**src/rtl/ofc_pulse_height.sv**
```systemverilog
// ofc_pulse_height: pedestal-subtracted NTAPS-tap optimal-filter pulse height with saturation.
// Latency: trigger in cycle T -> ph_valid in cycle T+NTAPS; PulseHeight/pileup held until the next ph_valid.
// No backpressure: one sample per clk; a trigger in DONE or before the pedestal is primed is dropped (trig_drop).
module ofc_pulse_height #(
    parameter int DATA_W    = 14,
    parameter int NTAPS     = 5,
    parameter int COEF_W    = 24,
    parameter int FRAC_BITS = 20,
    parameter int OUT_W     = 16,
    parameter int PED_LOG2  = 2
) (
    input  logic                       clk,
    input  logic                       reset,
    input  logic                       triggerIn,
    input  logic [DATA_W-1:0]          signal,
    input  logic                       coef_wr,
    input  logic [$clog2(NTAPS)-1:0]   coef_addr,
    input  logic signed [COEF_W-1:0]   coef_data,
    output logic                       busy,
    output logic                       ph_valid,
    output logic signed [OUT_W-1:0]    PulseHeight,
    output logic                       pileup,
    output logic                       trig_drop
);
    localparam int AW     = $clog2(NTAPS);
    localparam int NPED   = 2 ** PED_LOG2;
    localparam int PROD_W = DATA_W + 1 + COEF_W;
    localparam int ACC_W  = PROD_W + $clog2(NTAPS);
    localparam int SUM_W  = DATA_W + PED_LOG2;
    localparam logic signed [ACC_W-1:0] PH_MAX = ACC_W'((2 ** (OUT_W - 1)) - 1);
    localparam logic signed [ACC_W-1:0] PH_MIN = ~PH_MAX;

    typedef enum logic [1:0] {IDLE, ACCUM, DONE} state_t;

    state_t                    state;
    logic [DATA_W-1:0]         ped_buf [NPED];
    logic [PED_LOG2:0]         fill_cnt;
    logic                      ped_ready;
    logic [SUM_W-1:0]          ped_sum;
    logic [DATA_W-1:0]         ped_now;
    logic [DATA_W-1:0]         ped_q;
    logic signed [COEF_W-1:0]  coef [NTAPS];
    logic [AW-1:0]             tap_cnt;
    logic signed [ACC_W-1:0]   acc;
    logic                      pile_lat;

    logic                      idle;
    logic [DATA_W-1:0]         ped_sel;
    logic signed [COEF_W-1:0]  coef_sel;
    logic signed [DATA_W:0]    diff;
    logic signed [PROD_W-1:0]  prod;
    logic signed [ACC_W-1:0]   acc_base;
    logic signed [ACC_W-1:0]   acc_next;
    logic signed [ACC_W-1:0]   acc_shr;
    logic signed [OUT_W-1:0]   ph_sat;

    assign ped_ready = (fill_cnt == (PED_LOG2 + 1)'(NPED));
    assign idle      = (state == IDLE);

    // Pedestal: truncating mean of the buffered pre-trigger samples.
    always_comb begin
        ped_sum = '0;
        for (int i = 0; i < NPED; i++) begin
            ped_sum = ped_sum + SUM_W'(ped_buf[i]);
        end
        ped_now = ped_sum[SUM_W-1:PED_LOG2];
    end

    // Tap datapath; in IDLE the trigger cycle uses the fresh pedestal, tap 0 and a cleared accumulator.
    always_comb begin
        ped_sel  = idle ? ped_now : ped_q;
        coef_sel = idle ? coef[0] : coef[tap_cnt];
        diff     = $signed({1'b0, signal}) - $signed({1'b0, ped_sel});
        prod     = PROD_W'(diff) * PROD_W'(coef_sel);
        acc_base = idle ? '0 : acc;
        acc_next = acc_base + ACC_W'(prod);
        acc_shr  = acc_next >>> FRAC_BITS;
        if (acc_shr > PH_MAX) begin
            ph_sat = PH_MAX[OUT_W-1:0];
        end else if (acc_shr < PH_MIN) begin
            ph_sat = PH_MIN[OUT_W-1:0];
        end else begin
            ph_sat = acc_shr[OUT_W-1:0];
        end
    end

    // Pedestal history shifts only while idle; it must refill after every capture.
    always_ff @(posedge clk) begin
        if (reset) begin
            for (int i = 0; i < NPED; i++) begin
                ped_buf[i] <= '0;
            end
            fill_cnt <= '0;
        end else if (state == IDLE) begin
            ped_buf[0] <= signal;
            for (int i = 1; i < NPED; i++) begin
                ped_buf[i] <= ped_buf[i-1];
            end
            if (!ped_ready) begin
                fill_cnt <= fill_cnt + 1'b1;
            end
        end else if (state == DONE) begin
            fill_cnt <= '0;
        end
    end

    // Coefficient file: writable only while idle, out-of-range taps ignored.
    always_ff @(posedge clk) begin
        if (reset) begin
            for (int i = 0; i < NTAPS; i++) begin
                coef[i] <= '0;
            end
        end else if (idle && coef_wr && (int'(coef_addr) < NTAPS)) begin
            coef[coef_addr] <= coef_data;
        end
    end

    // Capture FSM with registered status and result outputs.
    always_ff @(posedge clk) begin
        if (reset) begin
            state       <= IDLE;
            acc         <= '0;
            tap_cnt     <= '0;
            ped_q       <= '0;
            pile_lat    <= 1'b0;
            busy        <= 1'b0;
            ph_valid    <= 1'b0;
            PulseHeight <= '0;
            pileup      <= 1'b0;
            trig_drop   <= 1'b0;
        end else begin
            ph_valid  <= 1'b0;
            trig_drop <= 1'b0;
            case (state)
                IDLE: begin
                    if (triggerIn) begin
                        if (ped_ready) begin
                            ped_q    <= ped_now;
                            acc      <= acc_next;
                            tap_cnt  <= AW'(1);
                            pile_lat <= 1'b0;
                            busy     <= 1'b1;
                            state    <= ACCUM;
                        end else begin
                            trig_drop <= 1'b1;
                        end
                    end
                end
                ACCUM: begin
                    acc     <= acc_next;
                    tap_cnt <= tap_cnt + 1'b1;
                    if (triggerIn) begin
                        pile_lat <= 1'b1;
                    end
                    if (tap_cnt == AW'(NTAPS - 1)) begin
                        ph_valid    <= 1'b1;
                        PulseHeight <= ph_sat;
                        pileup      <= pile_lat | triggerIn;
                        state       <= DONE;
                    end
                end
                DONE: begin
                    busy  <= 1'b0;
                    state <= IDLE;
                    if (triggerIn) begin
                        trig_drop <= 1'b1;
                    end
                end
                default: begin
                    busy  <= 1'b0;
                    state <= IDLE;
                end
            endcase
        end
    end
endmodule

```
**config.mk**
```make
export PLATFORM = sky130hd
export DESIGN_NAME = ofc_pulse_height
export DESIGN_NICKNAME = d
export VERILOG_FILES = /design/src/rtl/ofc_pulse_height.sv
export SDC_FILE = /design/constraint.sdc
export NUM_CORES = 2
export LEC_CHECK = 0
export ABC_CLOCK_PERIOD_IN_PS = 20900
export CORE_ASPECT_RATIO = 1.75
export CORE_UTILIZATION = 45
export CTS_CLUSTER_SIZE = 24
export DETAILED_ROUTE_END_ITERATION = 8
export DONT_BUFFER_PORTS = 1
export HOLD_SLACK_MARGIN = 0.05
export PLACE_DENSITY = 0.66
export SLEW_MARGIN = 20
export SYNTH_ARGS = -nofsm -noshare
export SYNTH_HDL_FRONTEND = slang
export SYNTH_SLANG_ARGS = --single-unit
export TNS_END_PERCENT = 30
```
**constraint.sdc**
```tcl
create_clock -name clk -period 20.9 [get_ports clk]
set_input_delay 4.18 -clock clk [delete_from_list [all_inputs] [get_ports clk]]
set_output_delay 4.18 -clock clk [all_outputs]
set_load 0.03 [all_outputs]
```
# Word-level counts from Yosys, hierarchy flattened
# Memory sizes are Yosys's and may differ from the RTL's. A register that Yosys moved wholly into a read port is not among the register bits.
# Cells that the tools add are included.
totals:
  regBits: 85
  latch_bits: 0
  mem_count: 2
  out_inout_bits: 20
  inputBits: 45
  word_cells: 100
  romBits: 0
  ram_bits: 176
classes:
  n_bitwise: 6
  reduce_logical: 14
  n_addsub: 7
  eq_ne: 9
  multipliers: 1
  muxes: 47
  shift: 0
  div: 0
  n_lt_le_gt_ge: 3
mem_list:
  columns: ["name", "depth", "word_bits", "read_ports", "rd_clocked_by_memory_dff", "wr", "line_no", "source"]
  rows:
  - ["coef", 5, 24, 2, 1, 5, "42", "logic signed [COEF_W-1:0] coef [NTAPS];"]
  - ["ped_buf", 4, 14, 4, 0, 4, "36", "logic [DATA_W-1:0] ped_buf [NPED];"]
ops:
  columns: ["op", "n"]
  rows:
  - ["42-bit two-way mux", 3]
  - ["42-bit case mux with 2 select lines", 1]
  - ["14-bit two-way mux", 5]
  - ["24-bit two-way mux", 2]
  - ["42-bit by 39-bit adder with 42-bit output", 1]
  - ["15-bit by 24-bit multiplier with 39-bit output", 1]
  - ["16-bit two-way mux", 2]
  - ["3-bit two-way mux", 8]
  - ["24-bit OR reduction", 1]
  - ["22-bit by 16-bit greater-than comparator with 1-bit output, second input constant", 1]
  - ["22-bit by 16-bit < comparator with 1-bit output, second input constant", 1]
  - ["1-bit two-way mux", 18]
  - ["15-bit by 14-bit adder with 16-bit output", 1]
  - ["16-bit by 14-bit adder with 16-bit output", 1]
  - ["14-bit by 14-bit adder with 15-bit output", 1]
  - ["14-bit by 14-bit subtractor with 15-bit output", 1]
  - ["3-bit AND reduction", 4]
  - ["2-bit inequality test, second input constant", 5]
  - ["3-bit by 1-bit adder with 3-bit output, second input constant", 2]
  - ["3-bit == test, second input constant", 2]
  - ["2-bit two-way mux", 3]
  - ["1-bit case mux with 2 select lines", 3]
  - ["3-bit case mux with 2 select lines", 1]
  - ["1-bit bitwise OR", 5]
  - ["11 further kinds", 14]

# Longest topological paths before layout
logic_depth:
  ltp_word: 10
  mapped_depth: 50

# Least setup slack after synthesis
# No wires, ideal clock.
synth_timing:
  kind: "in2reg"
  start: "in signal[0]"
  end: "reg PulseHeight[7]"
  slack_ns: 8.168
  stages: 37
  t_arrival_ns: 12.652
  path_cell_list: "inv_1 > ha_1 > fa_1 > nor2b_1 > o21ai_0 > a21boi_0 > o21ai_0 > a21oi_1 > o21a_1 > o21ai_0 > a21oi_1 > o31ai_1 > a21oi_1 > clkbuf_1 > nor2_1 > fa_1 > fa_1 > fa_1 > fa_1 > fa_1 > inv_1 > fa_1 > inv_1 > ha_1 > buf_4 > a21oi_1 > o21ai_1 > a2111oi_2 > a21oi_1 > a221oi_2 > o21ai_1 > a41oi_2 > nand2_1 > o41ai_4 > buf_6 > nand2_1 > a211oi_2"
synth_via:
  elab_chain_cells: 6
synth_lines:
  columns: ["item", "line_no", "source"]
  rows:
  - ["start: declaration", "15", "input logic [DATA_W-1:0] signal,"]
  - ["14-bit by 14-bit subtractor with 15-bit output (*)", "73", "diff = $signed({1'b0, signal}) - $signed({1'b0, ped_sel});"]
  - ["15-bit by 24-bit multiplier with 39-bit output (*)", "74", "prod = PROD_W'(diff) * PROD_W'(coef_sel);"]
  - ["42-bit by 39-bit adder with 42-bit output (*)", "76", "acc_next = acc_base + ACC_W'(prod);"]
  - ["22-bit by 16-bit < comparator with 1-bit output", "80", "end else if (acc_shr < PH_MIN) begin"]
  - ["16-bit two-way mux", "80", null]
  - ["16-bit two-way mux (*)", "78", "if (acc_shr > PH_MAX) begin"]
  - ["end signal: assignment", "157", "PulseHeight <= ph_sat;"]
  - ["end: declaration", "21", "output logic signed [OUT_W-1:0] PulseHeight,"]
# Every way passes the cells marked *; elsewhere a longest branch is shown, timed or not.
# A chain may end at the register's enable or synchronous reset.

# Final worst setup path
# Ends and elaborated chain as after synthesis.

==> summary.json <==
{
  "io_pins": {"value": 65},
  "synth-warning-count": {"value": 0},
  "coreArea": {"value": 0.0675, "unit": "sq mm"},
  "postRouteWirelength": {"value": 73900, "unit": "um"},
  "outcome": {"value": "complete, no violations"},
  "yosysSeqAreaShare": {"value": 30.0, "unit": "%"},
  "cts.repair_timing.setup_buffer_count": {"value": 0},
  "slew_worst_pin": {"value": 1.18, "unit": "ns"},
  "synth_enable_flop_cells": {"value": 248},
  "finalCritPeriodShare": {"value": 66.1, "unit": "%"},
  "clk_transition_reported_paths": {"value": 0.07, "unit": "ns"},
  "timing_hold_violations_final": {"value": 0},
  "route.detailed.drc": {"value": 0},
  "hpwl": {"value": 56500, "unit": "um"},
  "detailedRoute.firstPassIterationCount": {"value": 5},
  "layout-drive-gt1-share": {"value": 7.05, "unit": "%"},
  "synthFlopType": {"value": "sky130_fd_sc_hd__edfxtp_1"},
  "min-delay-path-class": {"value": "flip-flop to flip-flop"},
  "post_synth_mux_area_share": {"value": 4.76, "unit": "%"},
  "cts_tree": {"value": "yes"},
  "netlist.top_cell.by_area": {"value": "sky130_fd_sc_hd__fa_1"},
  "synthAdderAreaFrac": {"value": 33.3, "unit": "%"},
  "timing.max_cap.violations": {"value": 0},
  "timing.max_slew.rel_slack": {"value": 21.6, "unit": "%"},
  "grt_first_pass_wirelength": {"value": 118000, "unit": "um"},
  "cts.repair.resized": {"value": 0},
  "dp_cells": {"value": 3868},
  "violation_count_after_the_first_detailed_routing_iteration": {"value": 899},
  "post-synth-top-count-cell": {"value": "sky130_fd_sc_hd__inv_1"},
  "xor_and_xnor_area_share_after_synthesis": {"value": 1.68, "unit": "%"},
  "synth-seq-cells": {"value": 336},
  "gr_usage_total": {"value": 22.4, "unit": "%"},
  "number_of_global_route_vias_before_repair": {"value": 22170},
  "compound_cell_area_share_of_the_yosys_netlist": {"value": 6.17, "unit": "%"},
  "yosysTopAreaCellShare": {"value": 27.3, "unit": "%"},
  "tns": {"value": 0, "unit": "ns"},
  "timing.critical_path.buf_inv": {"value": 3},
  "floorplan.die_area": {"value": 0.0693, "unit": "sq mm"},
  "setup.worst_path.class": {"value": "primary input to flip-flop"},
  "worst_ep_required_time": {"value": 21.39, "unit": "ns"},
  "cts.sinks": {"value": 336},
  "timing.final.max_slew_violations": {"value": 0},
  "setup_slack": {"value": 7.09, "unit": "ns"},
  "fin_crit": {"value": 13.81, "unit": "ns"},
  "setup.worst_path.end_class": {"value": "flip-flop"},
  "cts.root.buffer_cell": {"value": "sky130_fd_sc_hd__clkbuf_16"},
  "synth_area": {"value": 0.0307, "unit": "sq mm"},
  "syn2layout_area_growth": {"value": 7.84, "unit": "%"},
  "fin_skew": {"value": 0.0255, "unit": "ns"},
  "synth-simple-area-share": {"value": 14.9, "unit": "%"},
  "final-instance-count-excl-fill": {"value": 3931},
  "synth_top_family_by_area": {"value": "adder cells"},
  "cts-root-to-sink-buffers": {"value": 3},
  "worst_endpoint_data_arrival_time": {"value": 14.30, "unit": "ns"},
  "antenna_found_initial": {"value": 0},
  "yosysUniqueCellTypes": {"value": 83},
  "dr_vias_cell": {"value": 5.18},
  "cts_max_level": {"value": 2},
  "antenna_violating_nets_post_route": {"value": 0},
  "crit_slowest_cell": {"value": "sky130_fd_sc_hd__o41ai_4"},
  "worst-path-max-fanout": {"value": 24},
  "grt_max_degree": {"value": 130},
  "port_buffers": {"value": 0},
  "post_synth.cell_area_avg": {"value": 10.3, "unit": "sq um"},
  "finalSetupViolations": {"value": 0},
  "critPathTopFamily": {"value": "compound AO/OA/AOI/OAI gates"},
  "globalRouteOverflowTotal": {"value": 0},
  "post_synth_most_frequent_cells": {"value": "sky130_fd_sc_hd__inv_1, sky130_fd_sc_hd__fa_1, sky130_fd_sc_hd__nand2_1"},
  "cell_types_with_the_largest_area_share_after_synthesis": {"value": "sky130_fd_sc_hd__fa_1, sky130_fd_sc_hd__edfxtp_1, sky130_fd_sc_hd__inv_1, sky130_fd_sc_hd__ha_1, sky130_fd_sc_hd__dfxtp_1"},
  "place_congestion": {"value": 0.921},
  "cts_hold_buf": {"value": 0},
  "num-nets-final": {"value": 3619},
  "unrepaired_setup_endpoints_after_global_routing": {"value": "false"},
  "crit_path_start_kind": {"value": "primary input"},
  "cts-buffers-inserted": {"value": 35},
  "crit_path_max_incr_delay": {"value": 0.69, "unit": "ns"},
  "dieHeight": {"value": 348, "unit": "um"},
  "vias": {"value": 20381},
  "critical-path-top-cell-by-count": {"value": "sky130_fd_sc_hd__fa_1"},
  "routed_wire_length_per_instance": {"value": 18.8, "unit": "um"},
  "detailedPlace.worstSlack": {"value": 6.58, "unit": "ns"},
  "die_x": {"value": 199, "unit": "um"},
  "timing.fmax": {"value": 0.0724, "unit": "GHz"},
  "async_flop_share": {"value": 0, "unit": "%"},
  "syn_inst": {"value": 2988},
  "cell_rows": {"value": 126},
  "clkLatencyLatePin": {"value": 0.58, "unit": "ns"},
  "floorplan.initialDensity": {"value": 45.5, "unit": "%"}
}
==> metrics by stage <==
step,utilization [%],cell area [sq um],hold slack (ns)
floorplan,-,31000,0.425
CTS,49.0,33100,0.447
finish,49.1,33100,0.449
global placement,47.3,31900,0.431
detailed placement,47.3,31900,0.437
global route,49.1,33100,0.463
==> cells in the final DEF, fill, tap and decap left out, types with 5 or more instances in the layout <==
cell type,instances
sky130_fd_sc_hd__a211oi_2,10
sky130_fd_sc_hd__and2_1,205
sky130_fd_sc_hd__fa_1,419
sky130_fd_sc_hd__xor2_1,12
sky130_fd_sc_hd__clkbuf_16,36
sky130_fd_sc_hd__o211ai_1,8
sky130_fd_sc_hd__nor3_1,68
sky130_fd_sc_hd__a21o_1,21
sky130_fd_sc_hd__o21ai_1,11
sky130_fd_sc_hd__clkinv_1,8
sky130_fd_sc_hd__ha_1,146
sky130_fd_sc_hd__o21bai_1,6
sky130_fd_sc_hd__a21oi_1,98
sky130_fd_sc_hd__nand4_1,6
sky130_fd_sc_hd__o21ai_2,9
sky130_fd_sc_hd__dfxtp_1,85
sky130_fd_sc_hd__edfxtp_1,248
sky130_fd_sc_hd__nand2_1,356
sky130_fd_sc_hd__conb_1,72
sky130_fd_sc_hd__nor2b_1,53
sky130_fd_sc_hd__xnor2_1,43
sky130_fd_sc_hd__o21ai_0,38
sky130_fd_sc_hd__inv_1,586
sky130_fd_sc_hd__nor2_1,137
sky130_fd_sc_hd__mux4_2,48
sky130_fd_sc_hd__a211oi_1,11
sky130_fd_sc_hd__or2_2,11
sky130_fd_sc_hd__buf_4,45
sky130_fd_sc_hd__and3_1,5
sky130_fd_sc_hd__a31oi_1,8
sky130_fd_sc_hd__mux2i_1,38
sky130_fd_sc_hd__a22o_1,5
sky130_fd_sc_hd__nand3_1,17
sky130_fd_sc_hd__nand2b_1,51
sky130_fd_sc_hd__o21a_1,14
==> sequential cells by signal, indices dropped and copies added, names as in the netlist, 2 cells and up, named ones only <==
register     flops
ped_q           14
coef           192
ped_buf         56
tap_cnt          3
acc             42
PulseHeight     16
state            2
fill_cnt         3
==> logic make-up (layout without fill, tap and decap cells) <==
| kind of cell | Yosys count | count (layout) |
|---|---|---|
| muxes | 86 | 86 |
| adders and majority gates | 565 | 565 |
| DFF | 336 | 336 |
| buffers and inverters | 718 | 693 |
| and+or+nand+nor | 940 | 940 |
| other | 1 | 73 |
| AOI/OAI and AO/OA | 283 | 283 |
| xor gates and xnor gates | 59 | 59 |
==> tightest hold or removal path, cell delays in order (launching register included) <==
cell                      delay (ns)
sky130_fd_sc_hd__dfxtp_1        0.31
sky130_fd_sc_hd__nand2_1        0.05
sky130_fd_sc_hd__a21oi_1        0.05
==> final cells by class <==
| class | instances | area, sq um |
|---|---|---|
| fillers | 6345 | 34400 |
| flip-flops and latches | 336 | 9220 |
| inverters | 586 | 2200 |
| clock inverters | 21 | 235 |
| repair buffers | 45 | 338 |
| clock buffers | 41 | 930 |
| multi-input cells | 2005 | 19100 |
| well taps | 896 | 1120 |
| diodes | 1 | 2.50 |
==> final timing paths <==
| path | endpoint | depth (start not counted) | slack (ns) | startpoint |
|---|---|---|---|---|
| worst max-delay path | PulseHeight[7] | 34 | 7.09 | signal[0] |
| worst max register to register | PulseHeight[7] | 44 | 8.33 | ped_buf[0][1] |
| worst min register to register | acc[0] | 2 | 0.45 | acc[0] |
| worst min-delay path | acc[0] | 2 | 0.45 | acc[0] |
==> per-layer routing <==
metal  GRT usage (%)  up-vias  wire length [um]
met5               0        -                 0
met4            9.57        0              3280
met3            3.98      189              4010
met2            42.5      522             40600
met1            23.6    10281             26000
li1                -     9389                 -
Power is not shown: default switching activity piles up to over one toggle a cycle in this logic, so the estimate is an artifact.
